<file path="src/rtl/ex_wb_stage_buffer.sv">
// ex_wb_stage_buffer
// EX->WB pipeline buffer: two-entry skid buffer (main + skid) with a
// valid/ready handshake, synchronous flush and per-source forwarding compare.
//
// Ports:
//   clk, rst          clock, asynchronous active-high reset
//   flush             synchronous discard of all buffered beats
//   in_valid/in_ready upstream handshake (in_ready is a flop)
//   in_data/in_we/in_wsel   ALU result, write enable, destination register
//   out_valid/out_ready     write-back handshake on the head (main) entry
//   out_data/out_we/out_wsel head beat payload (out_we is 0 when out_valid=0)
//   src_sel           NUM_SRC packed source-register selects
//   fwd_hit/fwd_data  combinational forwarding match and value per source
module ex_wb_stage_buffer #(
  parameter int unsigned DATA_W  = 32,
  parameter int unsigned ADDR_W  = 5,
  parameter int unsigned NUM_SRC = 2
) (
  input  logic                        clk,
  input  logic                        rst,
  input  logic                        flush,
  input  logic                        in_valid,
  output logic                        in_ready,
  input  logic [DATA_W-1:0]           in_data,
  input  logic                        in_we,
  input  logic [ADDR_W-1:0]           in_wsel,
  output logic                        out_valid,
  input  logic                        out_ready,
  output logic [DATA_W-1:0]           out_data,
  output logic                        out_we,
  output logic [ADDR_W-1:0]           out_wsel,
  input  logic [NUM_SRC*ADDR_W-1:0]   src_sel,
  output logic [NUM_SRC-1:0]          fwd_hit,
  output logic [NUM_SRC*DATA_W-1:0]   fwd_data
);

  typedef enum logic [1:0] {
    ST_EMPTY = 2'd0,
    ST_FULL  = 2'd1,
    ST_SKID  = 2'd2
  } state_t;

  state_t              state_q, state_d;
  logic                in_ready_q, in_ready_d;

  logic                main_valid_q, main_valid_d;
  logic [DATA_W-1:0]   main_data_q,  main_data_d;
  logic                main_we_q,    main_we_d;
  logic [ADDR_W-1:0]   main_wsel_q,  main_wsel_d;

  logic                skid_valid_q, skid_valid_d;
  logic [DATA_W-1:0]   skid_data_q,  skid_data_d;
  logic                skid_we_q,    skid_we_d;
  logic [ADDR_W-1:0]   skid_wsel_q,  skid_wsel_d;

  logic                accept;
  logic                pop;

  assign accept = in_valid & in_ready_q;
  assign pop    = main_valid_q & out_ready;

  // Next-state and entry update logic
  always_comb begin
    state_d      = state_q;
    main_valid_d = main_valid_q;
    main_data_d  = main_data_q;
    main_we_d    = main_we_q;
    main_wsel_d  = main_wsel_q;
    skid_valid_d = skid_valid_q;
    skid_data_d  = skid_data_q;
    skid_we_d    = skid_we_q;
    skid_wsel_d  = skid_wsel_q;

    unique case (state_q)
      ST_EMPTY: begin
        if (accept) begin
          main_valid_d = 1'b1;
          main_data_d  = in_data;
          main_we_d    = in_we;
          main_wsel_d  = in_wsel;
          state_d      = ST_FULL;
        end
      end
      ST_FULL: begin
        if (accept && pop) begin
          main_data_d  = in_data;
          main_we_d    = in_we;
          main_wsel_d  = in_wsel;
        end else if (accept) begin
          skid_valid_d = 1'b1;
          skid_data_d  = in_data;
          skid_we_d    = in_we;
          skid_wsel_d  = in_wsel;
          state_d      = ST_SKID;
        end else if (pop) begin
          main_valid_d = 1'b0;
          main_we_d    = 1'b0;
          state_d      = ST_EMPTY;
        end
      end
      ST_SKID: begin
        if (pop) begin
          main_data_d  = skid_data_q;
          main_we_d    = skid_we_q;
          main_wsel_d  = skid_wsel_q;
          skid_valid_d = 1'b0;
          skid_we_d    = 1'b0;
          state_d      = ST_FULL;
        end
      end
      default: begin
        main_valid_d = 1'b0;
        main_we_d    = 1'b0;
        skid_valid_d = 1'b0;
        skid_we_d    = 1'b0;
        state_d      = ST_EMPTY;
      end
    endcase

    // Flush overrides every handshake outcome; a pop this cycle has already
    // been seen by the consumer, an offered beat is simply dropped.
    if (flush) begin
      main_valid_d = 1'b0;
      main_we_d    = 1'b0;
      skid_valid_d = 1'b0;
      skid_we_d    = 1'b0;
      state_d      = ST_EMPTY;
    end

    // Ready is computed from the next state so it is a pure flop output
    in_ready_d = (state_d != ST_SKID);
  end

  // State and entry registers
  always_ff @(posedge clk or posedge rst) begin
    if (rst) begin
      state_q      <= ST_EMPTY;
      in_ready_q   <= 1'b1;
      main_valid_q <= 1'b0;
      main_data_q  <= '0;
      main_we_q    <= 1'b0;
      main_wsel_q  <= '0;
      skid_valid_q <= 1'b0;
      skid_data_q  <= '0;
      skid_we_q    <= 1'b0;
      skid_wsel_q  <= '0;
    end else begin
      state_q      <= state_d;
      in_ready_q   <= in_ready_d;
      main_valid_q <= main_valid_d;
      main_data_q  <= main_data_d;
      main_we_q    <= main_we_d;
      main_wsel_q  <= main_wsel_d;
      skid_valid_q <= skid_valid_d;
      skid_data_q  <= skid_data_d;
      skid_we_q    <= skid_we_d;
      skid_wsel_q  <= skid_wsel_d;
    end
  end

  assign in_ready  = in_ready_q;
  assign out_valid = main_valid_q;
  assign out_data  = main_data_q;
  assign out_we    = main_valid_q & main_we_q;
  assign out_wsel  = main_wsel_q;

  // Forwarding compare; skid holds the newer beat so it wins over main
  always_comb begin
    fwd_hit  = '0;
    fwd_data = '0;
    for (int unsigned i = 0; i < NUM_SRC; i++) begin
      if (skid_valid_q && skid_we_q && (skid_wsel_q != '0) &&
          (skid_wsel_q == src_sel[i*ADDR_W +: ADDR_W])) begin
        fwd_hit[i]                  = 1'b1;
        fwd_data[i*DATA_W +: DATA_W] = skid_data_q;
      end else if (main_valid_q && main_we_q && (main_wsel_q != '0) &&
                   (main_wsel_q == src_sel[i*ADDR_W +: ADDR_W])) begin
        fwd_hit[i]                  = 1'b1;
        fwd_data[i*DATA_W +: DATA_W] = main_data_q;
      end
    end
  end

endmodule

</file>
<file path="config.mk">
export PLATFORM = sky130hd
export DESIGN_NAME = ex_wb_stage_buffer
export DESIGN_NICKNAME = d
export VERILOG_FILES = /design/src/rtl/ex_wb_stage_buffer.sv
export SDC_FILE = /design/constraint.sdc
export NUM_CORES = 1
export LEC_CHECK = 0
export ABC_AREA = 0
export CAP_MARGIN = 20
export CORE_MARGIN = 3
export CORE_UTILIZATION = 43
export DETAILED_ROUTE_END_ITERATION = 10
export PLACE_DENSITY = 0.78
export SLEW_MARGIN = 10
export SYNTH_ARGS = -nofsm -noshare
export SYNTH_HDL_FRONTEND = slang
export SYNTH_SLANG_ARGS = --single-unit
export TNS_END_PERCENT = 100
</file>
<file path="constraint.sdc">
create_clock -name clk -period 2.2 [get_ports clk]
set_input_delay 0.33 -clock clk [delete_from_list [all_inputs] [get_ports clk]]
set_output_delay 0.33 -clock clk [all_outputs]
set_load 0.01 [all_outputs]
</file>
==> impl_metrics.env <==
export IMPL_nFillCells=834
export IMPL_maxCapViolations=0
export IMPL_status="finished, violations left"
export IMPL_synth_top_cell_area_share_pct=39.8
export IMPL_final_area_mm2=0.00774
export IMPL_synth_largest_area_cell="sky130_fd_sc_hd__dfrtp_1"
export IMPL_grt_util_all_layers_pct=25.4
export IMPL_ctsRootBufferMaster="sky130_fd_sc_hd__clkbuf_16"
export IMPL_area_taken_by_multi_input_logic_gates_mm2=0.00280
export IMPL_netSwitchingFraction_pct=36.7
export IMPL_gpl_final_weighted_congestion=0.899
export IMPL_p_clk_share_pct=24.2
export IMPL_drt_iter0_drc=478
export IMPL_cellLeakagePower_nw=3.52
export IMPL_post_synth_main_area_contributors="sky130_fd_sc_hd__dfrtp_1 40%, sky130_fd_sc_hd__mux2i_1 14%, sky130_fd_sc_hd__a21oi_1 7.5%, sky130_fd_sc_hd__nand4b_1 5.7%, sky130_fd_sc_hd__nor2_1 5.7%"
export IMPL_seq_power_share_pct=35.7
export IMPL_die_area_mm2=0.0130
export IMPL_core_rowCount=38
export IMPL_total_clock_sinks=81
export IMPL_cts_buffers_inserted=9
export IMPL_synth_main_ff_cell="sky130_fd_sc_hd__dfrtp_1"
export IMPL_average_cell_area_after_synthesis_um2=8.73
export IMPL_power_share_combinational_pct=40.1
export IMPL_synth_edf_count=0
export IMPL_firstDrtPassIters=6
export IMPL_finalSetupViolCount=66
export IMPL_fin_crit_ns=2.65
export IMPL_layout_drive_gt1_share_pct=24.7
export IMPL_vias_per_cell=5.97
export IMPL_drc=0
export IMPL_p_int_mw=4.22
export IMPL_num_io_pins=159
export IMPL_final_nets=824
export IMPL_crit_start="src_sel[7]"
export IMPL_tritoncts="done"
export IMPL_fmaxAchievable_mhz=377
export IMPL_number_of_global_route_vias_before_repair=5052
export IMPL_postSynthNetCount=630
export IMPL_pwr_dens_mw_per_mm2=862
export IMPL_die_w_um=114
export IMPL_timing_critical_path_fanout_max=6
export IMPL_areaGrowthSynthToFinish_pct=53.7
export IMPL_final_common_cell="sky130_fd_sc_hd__clkdlybuf4s50_1"
export IMPL_hp_class="in -> async"
export IMPL_chipHeight_um=114
export IMPL_synthArstFlopShare_pct=100
export IMPL_core_mm2=0.0111
export IMPL_timing_worst_slew_pin_value_ns=0.447
export IMPL_cp_data_required_time_ns=1.87
export IMPL_detailedPlacementHpwl_mm=11.0
export IMPL_minimum_setup_slack_in_the_final_design_ns=-0.451
export IMPL_power_ir_vdd_worst_v=0.000531
export IMPL_timing_hold_violations_final=0
export IMPL_skew_ns=0.00689
export IMPL_slew_limit_headroom_pct=70.1
export IMPL_kind_of_capture_point_of_the_worst_setup_path="primary output"
export IMPL_worst_endpoint_data_arrival_time_ns=2.32
export IMPL_start_util_pct=45.3
export IMPL_cts_hold_fix_buffers=0
export IMPL_max_root_sink_buffers=2
export IMPL_grt_max_degree=82
export IMPL_worstSetupPathType="in -> out"
export IMPL_fin_crit_sh_pct=120
export IMPL_violations_in_the_final_reports="setup timing"
export IMPL_ant_nets=0
export IMPL_rrSetupSlack_ns=0.47
export IMPL_rr_startpoint="out_valid"
export IMPL_ys_ff_latch=81
export IMPL_r2r_worst_path_cells=6
export IMPL_rsz0062_at_grt="true"
export IMPL_finish_utilization_pct=69.6
export IMPL_grt_pass1_wl_mm=26.4
export IMPL_yosysWarningCount=0
export IMPL_routed_wire_length_per_instance_um=20.9
export IMPL_yosysUniqueCellTypes=38
export IMPL_cts_reportedPaths_clkPinSlew_ns=0.06
export IMPL_wl_mm=19.2
export IMPL_buffer_ports_inserted=158
export IMPL_placedInstanceArea_mm2=0.00702
export IMPL_htreeDepth=3
export IMPL_synthCells=577
export IMPL_setup_slack_at_placement_ns=-0.783
export IMPL_slew_violations=0
export IMPL_vias=5464
export IMPL_initial_antenna_violation_count=0
export IMPL_synthesis_area_mm2=0.00503
export IMPL_antenna_cells_inserted=0
export IMPL_worstSetupStartpointType="primary input"
export IMPL_sequential_area_mm2=0.00203
export IMPL_grt_remaining_overflow=0
export IMPL_clk_latency_ns=0.33
export IMPL_net_switching_power_of_the_design_mw=2.45
export IMPL_seq_area_frac_synth_pct=40.3
export IMPL_mostFrequentLayoutCells="90 x sky130_fd_sc_hd__clkdlybuf4s50_1, 78 x sky130_fd_sc_hd__dfrtp_1, 75 x sky130_fd_sc_hd__nor2_1, 75 x sky130_fd_sc_hd__a21oi_1, 66 x sky130_fd_sc_hd__buf_2"
-- Yosys cell counts, drive strengths merged, types with 2 or more instances --
master / instances
and2: 2
xor2: 16
nand2: 38
o21ai: 34
mux2i: 70
buf: 27
nor3: 3
a21oi: 75
nand4b: 33
clkbuf: 24
dfrtp: 80
nand4: 33
nor4: 3
xnor2: 4
o22a: 2
nand3b: 2
inv: 36
mux2: 5
nor2: 77
-- power by group through the flow --
stage	clock [mW]	combinational (mW)	sequential (mW)
6_report	1.62	2.67	2.38
2_1_floorplan	0	1.12	2.39
3_3_place_gp	0	2.23	2.34
3_5_place_dp	0	2.31	2.36
5_1_grt	1.71	2.85	2.43
4_1_cts	1.63	2.39	2.34
-- worst max-delay path: stages --
cell and delay, ns:
sky130_fd_sc_hd__clkdlybuf4s50_1 0.48, sky130_fd_sc_hd__xor2_1 0.21, sky130_fd_sc_hd__nor4_4 0.35, sky130_fd_sc_hd__nand4_4 0.17
sky130_fd_sc_hd__buf_6 0.18, sky130_fd_sc_hd__buf_6 0.13, sky130_fd_sc_hd__buf_16 0.14, sky130_fd_sc_hd__mux2i_1 0.16
sky130_fd_sc_hd__buf_2 0.17
-- cell type report --
| class | count | share of cell area, % |
|---|---|---|
| multi-input combinational | 410 | 36.2 |
| timing repair buffer | 233 | 29.3 |
| sequential | 81 | 26.2 |
| clock buffer | 12 | 3.19 |
| tap | 140 | 2.26 |
| inverter | 36 | 1.79 |
| clock inverter | 4 | 0.986 |
-- worst paths after layout --
check,to
worst max-delay path,fwd_data[36]
worst min-delay path,skid_data_q[23]
worst max register to register,out_data[28]
worst min register to register,skid_valid_q
max in group asynchronous,out_wsel[1]
min in group clk,skid_valid_q
-- layer usage --
layer	global-route usage, %	wire length (um)	up-vias
met4	7.36	669	0
met5	0	0	-
met2	44.5	9620	326
met3	5.02	1440	72
li1	-	-	2408
met1	31.7	7440	2658
-- flip-flops by register name (all words and copies together) (netlist names) --
register	cells
out_data	32
skid_data_q	32
main_we_q	1
skid_wsel_q	5
out_valid	1
skid_we_q	1
skid_valid_q	1
state_q	2
out_wsel	5
in_ready	1
-- metrics by stage --
| step | hold slack (ns) | instances | power, mW | setup TNS, ns |
|---|---|---|---|---|
| floorplan | 0.393 | 577 | 3.51 | 0 |
| global placement | 0.502 | 866 | 4.56 | -39.08 |
| detailed placement | 0.508 | 866 | 4.67 | -43.31 |
| CTS | 0.492 | 896 | 6.36 | -19.25 |
| global route | 0.489 | 916 | 6.99 | -26.57 |
| finish | 0.474 | 916 | 6.67 | -21.25 |
-- kinds of logic after synthesis --
group / after synthesis / share of synthesized area (%)
DFF: 81 / 40.3
AOI/OAI and AO/OA: 119 / 12.5
muxes: 75 / 15.0
xor gates and xnor gates: 20 / 3.48
and+or+nand+nor: 195 / 20.7
buffers and inverters: 87 / 8.00
-- timing repair --
item	in CTS	in global routing
resized for setup	295	34
endpoints found under the setup margin	66	66
cloned	5	13
pin swaps	7	12
buffers inserted	10	9
Note: power is estimated with default switching activity, not from simulation.
==> patch 1 (config.mk and constraints unchanged) <==
Take the reset off `main_data_q` and `skid_data_q` and load them in a clocked block of their own.
--- a/src/rtl/ex_wb_stage_buffer.sv
+++ b/src/rtl/ex_wb_stage_buffer.sv
@@ -139,3 +139,2 @@
       main_valid_q <= 1'b0;
-      main_data_q  <= '0;
       main_we_q    <= 1'b0;
@@ -143,3 +142,2 @@
       skid_valid_q <= 1'b0;
-      skid_data_q  <= '0;
       skid_we_q    <= 1'b0;
@@ -150,3 +148,2 @@
       main_valid_q <= main_valid_d;
-      main_data_q  <= main_data_d;
       main_we_q    <= main_we_d;
@@ -154,3 +151,2 @@
       skid_valid_q <= skid_valid_d;
-      skid_data_q  <= skid_data_d;
       skid_we_q    <= skid_we_d;
@@ -158,2 +154,7 @@
     end
+  end
+
+  always_ff @(posedge clk) begin
+    main_data_q <= main_data_d;
+    skid_data_q <= skid_data_d;
   end
Check against the original RTL: not equivalent (a bounded check fails within 4 cycles, from zero or initial values and one cycle with rst high).
==> patch 1 against the original RTL <==
  * The run still ends with negative setup slack left
  * Routed wire length is 14% lower
  * Synthesized area is 5.4% lower
  * Sequential cell count stayed put
  * Design area is 0.97% higher
  * Power is 16% lower
  * Worst setup slack better by 0.018 ns
  * Non-clock buffer count is 14 lower
  * Sequential share of layout area is 3.8 points higher
  * Largest power group unchanged
  * Highest routed layer unchanged
==> patch 1: results <==
group,metric,value,unit
cells_and_area,n_all_inverters,4,
place,dpl.hpwl,10200,um
routing,dr.first_iter.drc_count,345,
sta,setup_slack,-0.433,ns
setup_path,slowest_stage,"or4_4",
routing,vias,4296,
cells_and_area,nNonClkBuffers,219,
global_route,grtUsageTotal,23.6,%
global_route,use_met3,3.98,%
yosys,async_reset_ff_share,21.0,%
power_and_ir_drop,clk-power,1.14,mW
clock_tree,cts_setup_buffers,12,
yosys,synthMuxAreaShare,26.3,%
setup_path,reg2reg_slack,0.25,ns
global_route,use_met2,39.2,%
power_and_ir_drop,p_sw,1.90,mW
outcome,violations,"negative setup slack",
routing,route.met2.wl,8610,um
cells_and_area,nClkBuffers,10,
cells_and_area,buf_share,30.9,%
place,gp_routability_congestion,0.838,
routing,wl_per_cell,22.4,um
cells_and_area,register_area,2350,um2
setup_path,max_stage_delay,0.58,ns
setup_path,endpoint,"fwd_data[46]",
yosys,ys_seq_area_share,49.3,%
yosys,synth-main-ff-cell,"edfxtp_1",
global_route,first_global_vias,4110,
cells_and_area,multi_input_gates,282,
power_and_ir_drop,combinationalPower,2.39,mW
yosys,synth-compound-area-share,3.36,%
setup_path,worstPathArrival,2.30,ns
routing,dr_wl_met3,1180,um
cells_and_area,clkCellAreaFrac,2.53,%
setup_path,reg2reg_to,"out_data[1]",
global_route,met1_usage,30.5,%
yosys,syn_nets,452,
clock_tree,cts-root-buf,"clkbuf_8",
sta,fin_skew,0.0133,ns
clock_tree,clk_pin_slew,0.08,ns
sta,setup_viol,66,
outcome,status,"complete, but fails checks",
cells_and_area,layout.nets,650,
power_and_ir_drop,peakVddDrop,507,uV
cells_and_area,drive_above_1_share,48.5,%
power_and_ir_drop,p_leak,3.04,nW
yosys,yosys-top-cells-count,"mux2_2 (111), nor3_1 (65), edfxtp_1 (64), nand2_1 (38), xnor2_1 (17)",
yosys,yosysUniqueCellTypes,39,
sta,tightest_slew,0.632,ns
floorplanning,die_width,111,um
setup_path,r2r_start,"state_q[0]",
global_route,grt_pass1_wl,23000,um
setup_path,r2r_cells,3,
yosys,synth_area_leaders,"edfxtp_1 (40%), mux2_2 (26%), dfrtp_1 (8.4%), nor3_1 (6.8%), xnor2_1 (3.1%)",
yosys,synth-xor-area-share,3.86,%
place,dp_slack,-0.782,ns
setup_path,startpoint,"out_wsel[2]",
sta,final.setup.tns,-26.54,ns
[patch 1: cell types whose count changed in the layout (fill, tap and decap cells not counted), moves of 31 or more]
cell      before  now
a21oi_1       75    3
buf_2         66    2
buf_6         17   68
dfrtp_1       78   15
edfxtp_1       0   64
inv_1         35    3
mux2_2         5   59
mux2_4         0   52
mux2i_1       61    0
nand4_1       32    0
nand4b_1      33    0
nor2_1        75    8
nor3_1         2   43
o21ai_0       33    2
[patch 1: stage by stage]
stage | power [mW] | hold WS [ns] | util [%] | std cells
after floorplan | 3.00 | 0.255 | - | 399
after global placement | 3.92 | 0.506 | 64.4 | 702
after detailed placement | 3.97 | 0.521 | 64.4 | 702
after CTS | 5.44 | 0.386 | 69.4 | 730
after global routing | 5.85 | 0.409 | 74.0 | 736
final | 5.63 | 0.354 | 74.0 | 736
==> patch 2 (same flow settings) <==
Made on the original files. `NUM_SRC`: 2 -> 1.
--- a/src/rtl/ex_wb_stage_buffer.sv
+++ b/src/rtl/ex_wb_stage_buffer.sv
@@ -16,3 +16,3 @@
   parameter int unsigned ADDR_W  = 5,
-  parameter int unsigned NUM_SRC = 2
+  parameter int unsigned NUM_SRC = 1
 ) (
Ports: changed (resized fwd_data, fwd_hit and src_sel); port bits go from 159 to 121. The function was not compared with the original's and may differ.
==> patch 2 against the original RTL <==
  * The flow still finishes with violations (negative setup slack)
  * Via count down 32%
  * Power down 17%
  * Sequential cell count stayed put
  * Core utilization fell by 4.2 points
  * Synthesized area decreased by 10%
  * Worst setup slack better by 0.14 ns
  * Design area shrank 15%
  * Sequential power increased by 3%
  * Routed wire length down 32%
  * Count of clock-buffer cells in the layout down 2
==> patch 2: results <==
group,metric,value,unit
global_route,grt_pass1_wl,20500,um
setup_path,reg2reg_slack,0.36,ns
cells_and_area,layoutNonFillerInstCount,670,
setup_path,cpLargestDelayFamily,"simple AND/OR/NAND/NOR gates",
yosys,yosys-top-cells-count,"dfrtp_1 (80), nor2_1 (44), a21oi_1 (42), mux2_2 (39), mux2i_1 (39)",
sta,setup_slack,-0.312,ns
global_route,grtUsageTotal,22.4,%
clock_tree,cts-root-buf,"clkbuf_8",
cells_and_area,layout.nets,580,
yosys,yosysUniqueCellTypes,44,
global_route,first_global_vias,3981,
yosys,synth_area_leaders,"dfrtp_1 (44%), mux2_2 (9.7%), mux2_4 (9.6%), mux2i_1 (8.6%), nor4b_1 (6.2%)",
clock_tree,htree_levels,3,
setup_path,reg2reg_to,"skid_wsel_q[2]",
routing,drtPass1Iterations,4,
clock_tree,clk_pin_slew,0.09,ns
setup_path,r2r_start,"state_q[0]",
cells_and_area,fillerInstances,795,
worst_hold_path,hold_path_class,"primary input to asynchronous set/reset pin",
place,gp_routability_congestion,0.822,
clock_tree,clk_latency,0.34,ns
cells_and_area,drive_above_1_share,34.8,%
global_route,antenna_found_initial,0,
yosys,ys_seq_area_share,44.8,%
setup_path,r2r_cells,4,
sta,slew_headroom,57.0,%
yosys,synth.most_common_cell,"dfrtp_1",
clock_tree,clockBufferDepth,2,
yosys,syn_nets,437,
power_and_ir_drop,peakVddDrop,500,uV
setup_path,slowest_stage,"or4_4",
routing,dr.first_iter.drc_count,146,
yosys,postSynthAreaPerCell,11.6,um2
setup_path,cp_max_fo,8,
sta,setup_viol,33,
outcome,violations,"negative setup slack",
power_and_ir_drop,p_leak,2.98,nW
routing,wl_per_cell,19.5,um
global_route,grt_max_degree,51,
sta,final.setup.tns,-9.37,ns
sta,fin_skew,0.00896,ns
clock_tree,cts_buffers,9,
routing,vias_per_cell,5.51,
place,port_buffers,120,
outcome,status,"complete, but fails checks",
setup_path,worstPathArrival,2.18,ns
cells_and_area,n_antenna_cell,0,
place,dpl.hpwl,8230,um
setup_path,max_stage_delay,0.59,ns
place,dp.cells,640,
patch 2: logic make-up (layout without fill, tap and decap cells):
logic type             after synthesis  in the layout  synth area share (%)
AND/OR/NAND/NOR                     96             96                  12.6
XOR/XNOR                             8              8                  1.55
multiplexers                       108            108                  28.2
AO/OA/AOI/OAI                       57             58                  7.43
buffers and inverters               39            186                  5.55
flip-flops                          81             81                  44.8
patch 2: final cells by class:
class	count	area share (%)
Multi-Input combinational cell	270	37.0
Inverter	7	0.459
Clock buffer	10	2.10
Clock inverter	6	0.880
Tap cell	133	2.54
Sequential cell	81	31.0
Timing Repair Buffer	163	26.0
patch 2: repair_timing:
action	CTS	global route
gates cloned	4	0
pin swaps	7	8
setup endpoints to repair	33	33
gates resized for setup	189	16
buffers inserted	14	0
patch 2: worst max-delay path by stage:
stage,start,endpoint,slack [ns],cells past startpoint
floorplan,out_wsel[0],fwd_data[10],0.21,5
global route,out_wsel[3],fwd_data[13],-0.39,6
detailed placement,src_sel[4],fwd_data[17],-0.80,6
CTS,skid_wsel_q[3],fwd_data[5],-0.37,8
finish,out_wsel[3],fwd_data[17],-0.31,6
global placement,src_sel[4],fwd_data[8],-0.75,6
patch 2: through the flow:
step | hold WS, ns | setup WS, ns | cell area, um2 | util [%]
floorplan | 0.393 | 0.211 | 4540 | -
global placement | 0.504 | -0.746 | 6000 | 60.0
detailed placement | 0.524 | -0.802 | 6000 | 60.0
CTS | 0.459 | -0.366 | 6550 | 65.5
global route | 0.483 | -0.394 | 6540 | 65.4
finish | 0.452 | -0.312 | 6540 | 65.4
patch 2: routing by layer:
| metal | GRT usage, % | share of wire, % | up-vias |
|---|---|---|---|
| met5 | 0 | 0 | - |
| met4 | 6.58 | 1.5 | 0 |
| met3 | 5.98 | 6.8 | 15 |
| met2 | 38.1 | 50 | 133 |
| met1 | 27.9 | 42 | 1844 |
| li1 | - | - | 1697 |
patch 2: power breakdown:
group | total [mW] | leakage [nW] | switching [mW] | internal (mW)
sequential | 2.46 | 0.938 | 0.457 | 2.00
clock | 1.09 | 0.102 | 0.545 | 0.548
combinational | 1.98 | 1.94 | 0.857 | 1.12
patch 2: worst reg2reg max path: cells and delay by family (launching register included):
| kind | cells | cell delay, ns |
|---|---|---|
| simple gates | 2 | 0.54 |
| mux | 1 | 0.40 |
| buf+inv | 1 | 0.28 |
| flops | 1 | 0.51 |
